### src/rtl/keypad_display_ctrl_pkg.sv
// Shared types and constants for the keypad scanner / two-digit display controller.
// Holds the FSM state type, the key map and small column/row decode helpers.
package keypad_pkg;

  localparam int NUM_ROWS = 4;
  localparam int NUM_COLS = 4;

  typedef enum logic [1:0] {SCAN, DEBOUNCE, HELD} state_t;

  // KEY_MAP[row][col]; row r is active when row_n[r]==0, col c when col_n[c]==0
  localparam logic [3:0] KEY_MAP [NUM_ROWS][NUM_COLS] = '{
    '{4'h1, 4'h2, 4'h3, 4'hA},
    '{4'h4, 4'h5, 4'h6, 4'hB},
    '{4'h7, 4'h8, 4'h9, 4'hC},
    '{4'hE, 4'h0, 4'hF, 4'hD}
  };

  function automatic logic is_single(input logic [NUM_COLS-1:0] v_n);
    int lows;
    lows = 0;
    for (int i = 0; i < NUM_COLS; i++) lows += int'(!v_n[i]);
    return (lows == 1);
  endfunction

  // Index of the (last) low bit of an active-low one-hot vector.
  function automatic logic [1:0] low_idx(input logic [3:0] v_n);
    logic [1:0] idx;
    idx = '0;
    for (int i = 0; i < 4; i++) if (!v_n[i]) idx = 2'(i);
    return idx;
  endfunction

endpackage

### src/rtl/keypad_display_ctrl_if.sv
// Keypad pins and display-side outputs of the keypad controller.
// slave = the controller, master = whatever drives the keypad and consumes digits.
interface keypad_display_ctrl_if;
  import keypad_pkg::*;

  logic [NUM_COLS-1:0] col_n;
  logic [NUM_ROWS-1:0] row_n;
  logic [7:0]          digits;
  logic [3:0]          key_code;
  logic                key_valid;

  modport master (output col_n, input row_n, digits, key_code, key_valid);
  modport slave  (input col_n, output row_n, digits, key_code, key_valid);
endinterface

### src/rtl/keypad_display_ctrl_scan_tick_gen.sv
// Scan-rate divider: counts 0..SCAN_DIV-1 and flags the terminal count as a
// one-cycle tick, so the first tick lands SCAN_DIV cycles after reset release.
module scan_tick_gen #(
  parameter int SCAN_DIV = 48000
) (
  input  logic clk,
  input  logic reset,
  output logic tick
);

  localparam int W = (SCAN_DIV > 1) ? $clog2(SCAN_DIV) : 1;
  localparam logic [W-1:0] LAST = W'(SCAN_DIV - 1);

  logic [W-1:0] div;

  always_ff @(posedge clk or posedge reset) begin
    if (reset)            div <= '0;
    else if (div == LAST) div <= '0;
    else                  div <= div + W'(1);
  end

  assign tick = (div == LAST);

endmodule

### src/rtl/keypad_display_ctrl.sv
// 4x4 keypad scanner with debounce; each accepted key shifts into a two-digit
// hex display register (right digit newest).
module keypad_display_ctrl
  import keypad_pkg::*;
#(
  parameter int SCAN_DIV       = 48000,
  parameter int DEBOUNCE_SCANS = 20
) (
  input  logic                  clk,
  input  logic                  reset,
  keypad_display_ctrl_if.slave  kif
);

  localparam int CW = $clog2(DEBOUNCE_SCANS + 1);
  localparam logic [CW-1:0] CNT_DONE = CW'(DEBOUNCE_SCANS);

  logic                tick;
  logic [NUM_COLS-1:0] col_meta, col_s;
  state_t              state;
  logic [CW-1:0]       cnt, cnt_inc;
  logic [NUM_ROWS-1:0] row_q;
  logic [NUM_COLS-1:0] lat_col;
  logic [3:0]          lat_code, cap_code, acc_code;
  logic                single, accept;
  logic [7:0]          digits_q;
  logic [3:0]          key_code_q;
  logic                key_valid_q;

  scan_tick_gen #(.SCAN_DIV(SCAN_DIV)) u_tick (
    .clk   (clk),
    .reset (reset),
    .tick  (tick)
  );

  // Columns are asynchronous to clk; idle (released) value is all-ones.
  always_ff @(posedge clk or posedge reset) begin
    if (reset) begin
      col_meta <= '1;
      col_s    <= '1;
    end else begin
      col_meta <= kif.col_n;
      col_s    <= col_meta;
    end
  end

  always_comb begin
    single   = is_single(col_s);
    cap_code = KEY_MAP[low_idx(row_q)][low_idx(col_s)];
    cnt_inc  = (cnt == CNT_DONE) ? cnt : cnt + CW'(1);
    accept   = 1'b0;
    acc_code = lat_code;
    if (tick) begin
      if (state == SCAN && single && DEBOUNCE_SCANS <= 1) begin
        accept   = 1'b1;
        acc_code = cap_code;
      end else if (state == DEBOUNCE && col_s == lat_col && cnt_inc == CNT_DONE) begin
        accept   = 1'b1;
      end
    end
  end

  always_ff @(posedge clk or posedge reset) begin
    if (reset) begin
      state    <= SCAN;
      cnt      <= '0;
      row_q    <= 4'b1110;
      lat_col  <= '1;
      lat_code <= '0;
    end else if (tick) begin
      case (state)
        SCAN: begin
          if (single) begin
            lat_col  <= col_s;
            lat_code <= cap_code;
            if (accept) begin
              state <= HELD;
              cnt   <= '0;
            end else begin
              state <= DEBOUNCE;
              cnt   <= CW'(1);
            end
          end else begin
            row_q <= {row_q[NUM_ROWS-2:0], row_q[NUM_ROWS-1]};
          end
        end
        DEBOUNCE: begin
          // Row drive stays frozen, so a mismatch resumes scanning from this row.
          if (col_s != lat_col) begin
            state <= SCAN;
            cnt   <= '0;
          end else if (accept) begin
            state <= HELD;
            cnt   <= '0;
          end else begin
            cnt   <= cnt_inc;
          end
        end
        HELD: begin
          if (col_s != '1) begin
            cnt <= '0;
          end else if (cnt_inc == CNT_DONE) begin
            state <= SCAN;
            cnt   <= '0;
          end else begin
            cnt <= cnt_inc;
          end
        end
        default: begin
          state <= SCAN;
          cnt   <= '0;
        end
      endcase
    end
  end

  always_ff @(posedge clk or posedge reset) begin
    if (reset) begin
      digits_q    <= 8'h00;
      key_code_q  <= 4'h0;
      key_valid_q <= 1'b0;
    end else begin
      key_valid_q <= accept;
      if (accept) begin
        digits_q   <= {digits_q[3:0], acc_code};
        key_code_q <= acc_code;
      end
    end
  end

  assign kif.row_n     = row_q;
  assign kif.digits    = digits_q;
  assign kif.key_code  = key_code_q;
  assign kif.key_valid = key_valid_q;

endmodule
### src/flat_wrapper.sv
// flat-port wrapper written by rule: the top's interface ports become plain ports
module keypad_display_ctrl_flat import keypad_pkg::*;
#(
  parameter int SCAN_DIV       = 48000,
  parameter int DEBOUNCE_SCANS = 20
)
  (clk, reset, kif_col_n, kif_row_n, kif_digits, kif_key_code, kif_key_valid);
  keypad_display_ctrl_if kif_i ();
  input  logic clk;
  input  logic reset;
  input wire logic [$bits(kif_i.col_n)-1:0] kif_col_n;
  output wire logic [$bits(kif_i.row_n)-1:0] kif_row_n;
  output wire logic [$bits(kif_i.digits)-1:0] kif_digits;
  output wire logic [$bits(kif_i.key_code)-1:0] kif_key_code;
  output wire logic [$bits(kif_i.key_valid)-1:0] kif_key_valid;
  assign kif_i.col_n = kif_col_n;
  assign kif_row_n = kif_i.row_n;
  assign kif_digits = kif_i.digits;
  assign kif_key_code = kif_i.key_code;
  assign kif_key_valid = kif_i.key_valid;
  keypad_display_ctrl #(.SCAN_DIV(SCAN_DIV), .DEBOUNCE_SCANS(DEBOUNCE_SCANS)) u_core (.clk(clk), .reset(reset), .kif(kif_i));
endmodule
### config.mk
export PLATFORM = sky130hd
export DESIGN_NAME = keypad_display_ctrl_flat
export DESIGN_NICKNAME = d
export VERILOG_FILES = /design/src/rtl/keypad_display_ctrl_pkg.sv /design/src/rtl/keypad_display_ctrl_if.sv /design/src/rtl/keypad_display_ctrl_scan_tick_gen.sv /design/src/rtl/keypad_display_ctrl.sv /design/src/flat_wrapper.sv
export SDC_FILE = /design/constraint.sdc
export NUM_CORES = 1
export LEC_CHECK = 0
export CAP_MARGIN = 20
export CORE_AREA = 5 5 82 84
export CTS_CLUSTER_DIAMETER = 40
export DETAILED_ROUTE_END_ITERATION = 10
export DIE_AREA = 0 0 87 89
export HOLD_SLACK_MARGIN = 0.03
export MAX_ROUTING_LAYER = met4
export PLACE_DENSITY = 0.74
export RECOVER_POWER = 100
export REMOVE_ABC_BUFFERS = 1
export SYNTH_ARGS = -nofsm -noshare
export SYNTH_HDL_FRONTEND = slang
export SYNTH_HIERARCHICAL = 1
export SYNTH_SLANG_ARGS = --single-unit
export TNS_END_PERCENT = 1
### constraint.sdc
create_clock -name clk -period 2.9 [get_ports clk]
set_input_delay 0.58 -clock clk [delete_from_list [all_inputs] [get_ports clk]]
set_output_delay 0.58 -clock clk [all_outputs]
set_load 0.02 [all_outputs]
# Word level (Yosys, flattened, before mapping)
# Cells that the tools add are included.
# classes
div	0
bitwise	3
reduce_logical	11
n_lt_le_gt_ge	2
eq_ne	13
n_mul	0
add_sub_neg	5
n_mux	30
n_shift	0
# op_table
operator	count
32-bit by 2-bit adder with 32-bit output	2
16-bit 2-to-1 mux	3
16-bit binary-select mux with 2-bit select	1
32-bit by 2-bit equality test with 1-bit output (second input constant)	1
5-bit 2-to-1 mux	6
2-bit 2-to-1 mux	10
16-bit by 1-bit adder with 16-bit output (second input constant)	1
16-bit equality test (second input constant)	1
5-bit case mux with 3 select lines	1
5-bit equality test (second input constant)	2
4-bit binary-select mux with 2-bit select	1
4-bit 2-to-1 mux	2
3-bit >= comparator (second input constant)	2
2-bit NOT with 3-bit output	2
2-bit case mux with 3 select lines	1
3-bit AND reduction	2
5-bit by 1-bit adder with 5-bit output (second input constant)	1
1-bit 2-to-1 mux	5
5-bit AND reduction	1
4-bit equality test	1
1-bit zero test	4
2-bit by 1-bit != test with 1-bit output (second input constant)	2
4-bit != test	1
4-bit != test (second input constant)	1
9 further kinds	10
# word_totals
n_memories	0
ramBits	0
romBits	0
regBits	56
word_cells	75
input_bits	6
output_inout_bits	17
latch_bits	0

# Depth between registers and ports, before layout
# depth
depth_word	10
mapped_depth	11
mapped_depth_nobuf	9

# Hierarchy
# Netlist, hierarchy kept.
# modules_own_cells
mod	instances	seq_area_each_um2	cells_per_inst	area_each_um2
keypad_display_ctrl	1	919.6	158	1823.0
scan_tick_gen	1	400.4	74	778.2

# Worst setup path after synthesis
# No wires, ideal clock.
# synth_path
kind	register to register
startpoint	register u_core.col_s[1]
endpoint	register u_core.lat_code[2], in the netlist u_core/acc_code[2]
t_required_ps	2836
slack_ps	280
stages_incl_launch_ff	11
setup_ps	64
period_less_slack_ps	2620
n_path_buf	1
t_arrival_ps	2556
path_cell_list	dfstp_2 > fa_1 > inv_1 > ha_1 > ha_1 > nor3b_1 > o31ai_2 > or3_1 > clkbuf_2 > a221oi_1 > a21o_1
# synth_between
elab_chain_cells	7
elab_cells_between_ends	13
cone_classes	3 x add/sub; 1 x eq/ne; 6 x mux; 1 x bitwise; 2 x reduce/logical
# synth_rtl
item	line	text
start: declaration	keypad_display_ctrl.sv:18	logic [NUM_COLS-1:0] col_meta, col_s;
start signal: assignment	keypad_display_ctrl.sv:42	col_s <= col_meta;
parallel branches: the longest is 7 deep, another holds 32-bit by 2-bit adder with 32-bit output	--	
end signal: assignment	keypad_display_ctrl.sv:74	lat_code <= cap_code;
end: declaration	keypad_display_ctrl.sv:23	logic [3:0] lat_code, cap_code, acc_code;
# Several ways; the timed one is not identified. The select of a mux whose other input is x is not followed.
# A chain may end at the register's enable or synchronous reset.

# Worst setup path after layout
# layout_path
startpoint	register u_core.col_s[0]
endpoint	register u_core.lat_code[2], in the netlist u_core/acc_code[2]
# layout_between
elab_chain_cells	6
# layout_rtl
item	line	text
1-bit zero test	keypad_display_ctrl_pkg.sv:21	for (int i = 0; i < NUM_COLS; i++) lows += int'(!v_n[i]);
1-bit by 1-bit adder with 2-bit output	keypad_display_ctrl_pkg.sv:21	
32-bit by 2-bit adder with 32-bit output (2 in series)	keypad_display_ctrl_pkg.sv:21	
32-bit by 2-bit equality test with 1-bit output	keypad_display_ctrl_pkg.sv:22	return (lows == 1);
3-bit AND reduction (no source line)	--	
# No other way between the ends.

==> results_dict.tcl <==
set metrics [dict create \
    r2r_cells 9 \
    maxSlewViolCount 37 \
    seq_area_frac_synth_pct 50.75 \
    cts_made_buffers 5 \
    routedWlPerCell_microns 13.51 \
    yosys.area.top_type "dfrtp_1" \
    max_clock_freq_mhz 372.1 \
    n_fill_cell 516 \
    skew_ps 15.04 \
    synth-seq-cells 52 \
    grt_overflow 0 \
    tns_ps 0 \
    slew_headroom_pct -24.81 \
    path_common_cell "ha_1" \
    slowest_stage "fa_1" \
    vias 1745 \
    fin_crit_ps 2687 \
    rows 28 \
    min_period_over_period_pct 92.67 \
    wl_microns 4498 \
    syn_area_sq_um 2601 \
    nets 270 \
    die_height_microns 89 \
    drt_iter0_drc 104 \
    p_leak_nw 1.300 \
    required_ps 3160 \
    status "finished, violations left" \
    clk_latency_ps 310 \
    grt_pass1_wl_microns 7838 \
    yosysWarnings 6 \
    placed_cells 325 \
    antennaDiodeCount 0 \
    grt.total_usage_pct 13.10 \
    cts.sinks 52 \
    violations "max-capacitance violations, max-slew violations" \
    final_common_cell "dfrtp_1" \
    peakVddDrop_mv 0.3581 \
    tightestPinTransition_ps 1872 \
    hold_violations 0 \
    final_cell_mix "37 x dfrtp_1, 21 x dlygate4sd3_1, 16 x nand2_1, 16 x xnor2_1, 15 x nor2_1" \
    ant_nets 0 \
    initial_core_util_pct 44.46 \
    dp_hpwl_microns 3337 \
    antenna_found_initial 0 \
    drc_errors 0 \
    rsz0062_at_grt "no" \
    crit_type "flop to flop" \
    slowest_delay_ps 540 \
    io_buffers 22 \
    layout.cells.non_filler 333 \
    cap_viol_max_count 1 \
    synth_edf_count 0 \
    core_area_sq_um 5851 \
    ys_types 55 \
    cts_max_level 2 \
    critPathMaxFanout 7 \
    synthCells 232 \
    area_growth_pct 13.47 \
    clkSlewWorstSetupHoldPaths_ps 110 \
    finalSetupViolCount 0 \
    drive_above_1_share_pct 17.44 \
    cts_tree "yes" \
    min_path_type "flop to flop" \
    synth_top_area_share_pct 35.59 \
    synth_area_leaders "dfrtp_1 36%, dfstp_2 15%, xnor2_1 5.4%" \
    power_density_nw_per_um2 411.2 \
    place_congestion 0.8105 \
    root_buffer "clkbuf_8" \
    dieArea_sq_um 7743 \
    ios 23 \
    seq_area_sq_um 1320 \
    grt_max_degree 37 \
    multi_input_area_sq_um 1120 \
    crit_path_end_kind "flop" \
    grt_pass1_vias 1707 \
    avgSynthCellArea_sq_um 11.21 \
    cts_setup_buffers 0 \
    critPathArrivalTime_ps 2950 \
    avgViaCountPerCell 5.240 \
    critPathLaunchType "flop" \
    die_x_microns 87 \
    ys.flop_type "dfrtp_1" \
    whs_path_depth 0 \
    async_flop_share_pct 100.0 \
    firstDrtPassIters 4 \
    path_cells "fa_1 -> inv_1 -> ha_1 -> ha_1 -> nor3b_2 -> o31ai_1 -> or3_1 -> a221oi_1 -> a21o_1" \
    cts_max_path_buffers 2 \
]
synthesized netlist by cell type, drive strengths merged (2+ instances only):
library cell,instances
mux2,14
a31oi,3
nand4,6
o21ai,11
nor3,3
nand3,14
a21oi,4
dfrtp,37
nor2,15
a211oi,2
ha,6
o211ai,5
nor3b,2
and2,3
xor2,4
inv,12
clkbuf,2
xnor2,16
nand2b,4
o31ai,2
nor2b,3
a21o,2
dfstp,15
nand4b,2
buf,10
nor4,2
nand2,16
state kept, by name, indices dropped and copies added (netlist names):
register / cells
u_core/col_s: 4
u_core/kif.digits: 8
u_core/kif.key_valid: 1
u_core/cnt: 5
u_core/col_meta: 4
u_core/u_tick/div: 16
u_core/lat_col: 4
u_core/acc_code: 4
u_core/state: 2
u_core/kif.row_n: 4
timing repair:
action                                  4_1_cts  5_1_grt
hold buffers                                  0        0
endpoints found under the setup margin        0        1
gates resized for setup                       0        1
hold endpoints to repair                      0        0
worst max-delay path, delay by kind of cell, from the launching register on:
family,cells,cell delay [ps]
adders and majority gates,3,990
buffers and inverters,1,40
DFF,1,420
and+or+nand+nor,2,650
AOI/OAI and AO/OA,3,540
final timing paths:
check	start	end	slack (ps)
worst max-delay path	u_core/col_s[0]$_DFF_PP1_	u_core/acc_code[2]$_DFFE_PP0P_	210
worst min-delay path	u_core/col_meta[3]$_DFF_PP1_	u_core/col_s[3]$_DFF_PP1_	360
worst max register to register	u_core/col_s[0]$_DFF_PP1_	u_core/acc_code[2]$_DFFE_PP0P_	210
worst min register to register	u_core/col_meta[3]$_DFF_PP1_	u_core/col_s[3]$_DFF_PP1_	360
max in group asynchronous	reset	u_core/cnt[2]$_DFFE_PP0P_	570
min in group asynchronous	reset	u_core/u_tick/div[3]$_DFF_PP0_	660
where the power goes:
group / internal [mW] / total (mW) / switching [mW] / leakage, nW
clock: 0.178 / 0.426 / 0.248 / 0.0491
combinational: 0.0197 / 0.0484 / 0.0287 / 0.592
sequential: 0.735 / 0.739 / 0.00436 / 0.658
layout make-up:
cell class,instances,share of cell area (%)
well taps,75,3.179
multi-input cells,156,37.94
repair buffers,30,9.241
clock inverters,3,0.8902
inverters,12,1.696
flip-flops and latches,52,44.72
clock buffers,5,2.331
cells by family (layout without fill, tap and decap cells):
family / after synthesis / after routing / share of synthesized area, %
multiplexers: 14 / 14 / 7.215
flip-flops: 52 / 52 / 50.75
buffers and inverters: 24 / 50 / 4.906
adder cells (fa/ha/maj): 7 / 7 / 3.656
AO/OA/AOI/OAI: 37 / 37 / 9.861
AND/OR/NAND/NOR: 78 / 78 / 16.88
XOR/XNOR: 20 / 20 / 6.734
through the flow:
| stage | util, % | setup slack, ps | power, mW | hold WS, ps | instance area (sq um) |
|---|---|---|---|---|---|
| finish | 50.45 | 212.7 | 1.214 | 359.6 | 2952 |
| global route | 50.45 | 59.47 | 1.270 | 366.8 | 2952 |
| CTS | 51.15 | 152.1 | 1.234 | 360.9 | 2993 |
| detailed placement | 49.53 | 166.9 | 0.8036 | 347.0 | 2898 |
| global placement | 49.53 | 240.0 | 0.8017 | 345.8 | 2898 |
| floorplan | - | -94.52 | 0.7832 | 345.2 | 2524 |
layer usage:
layer / track usage, % / wire, microns
met3: 2.304 / 134
met1: 16.55 / 2091
met4: 5.099 / 76
met5: - / 0
met2: 20.98 / 2196
Note: power is estimated with default switching activity, not from simulation.
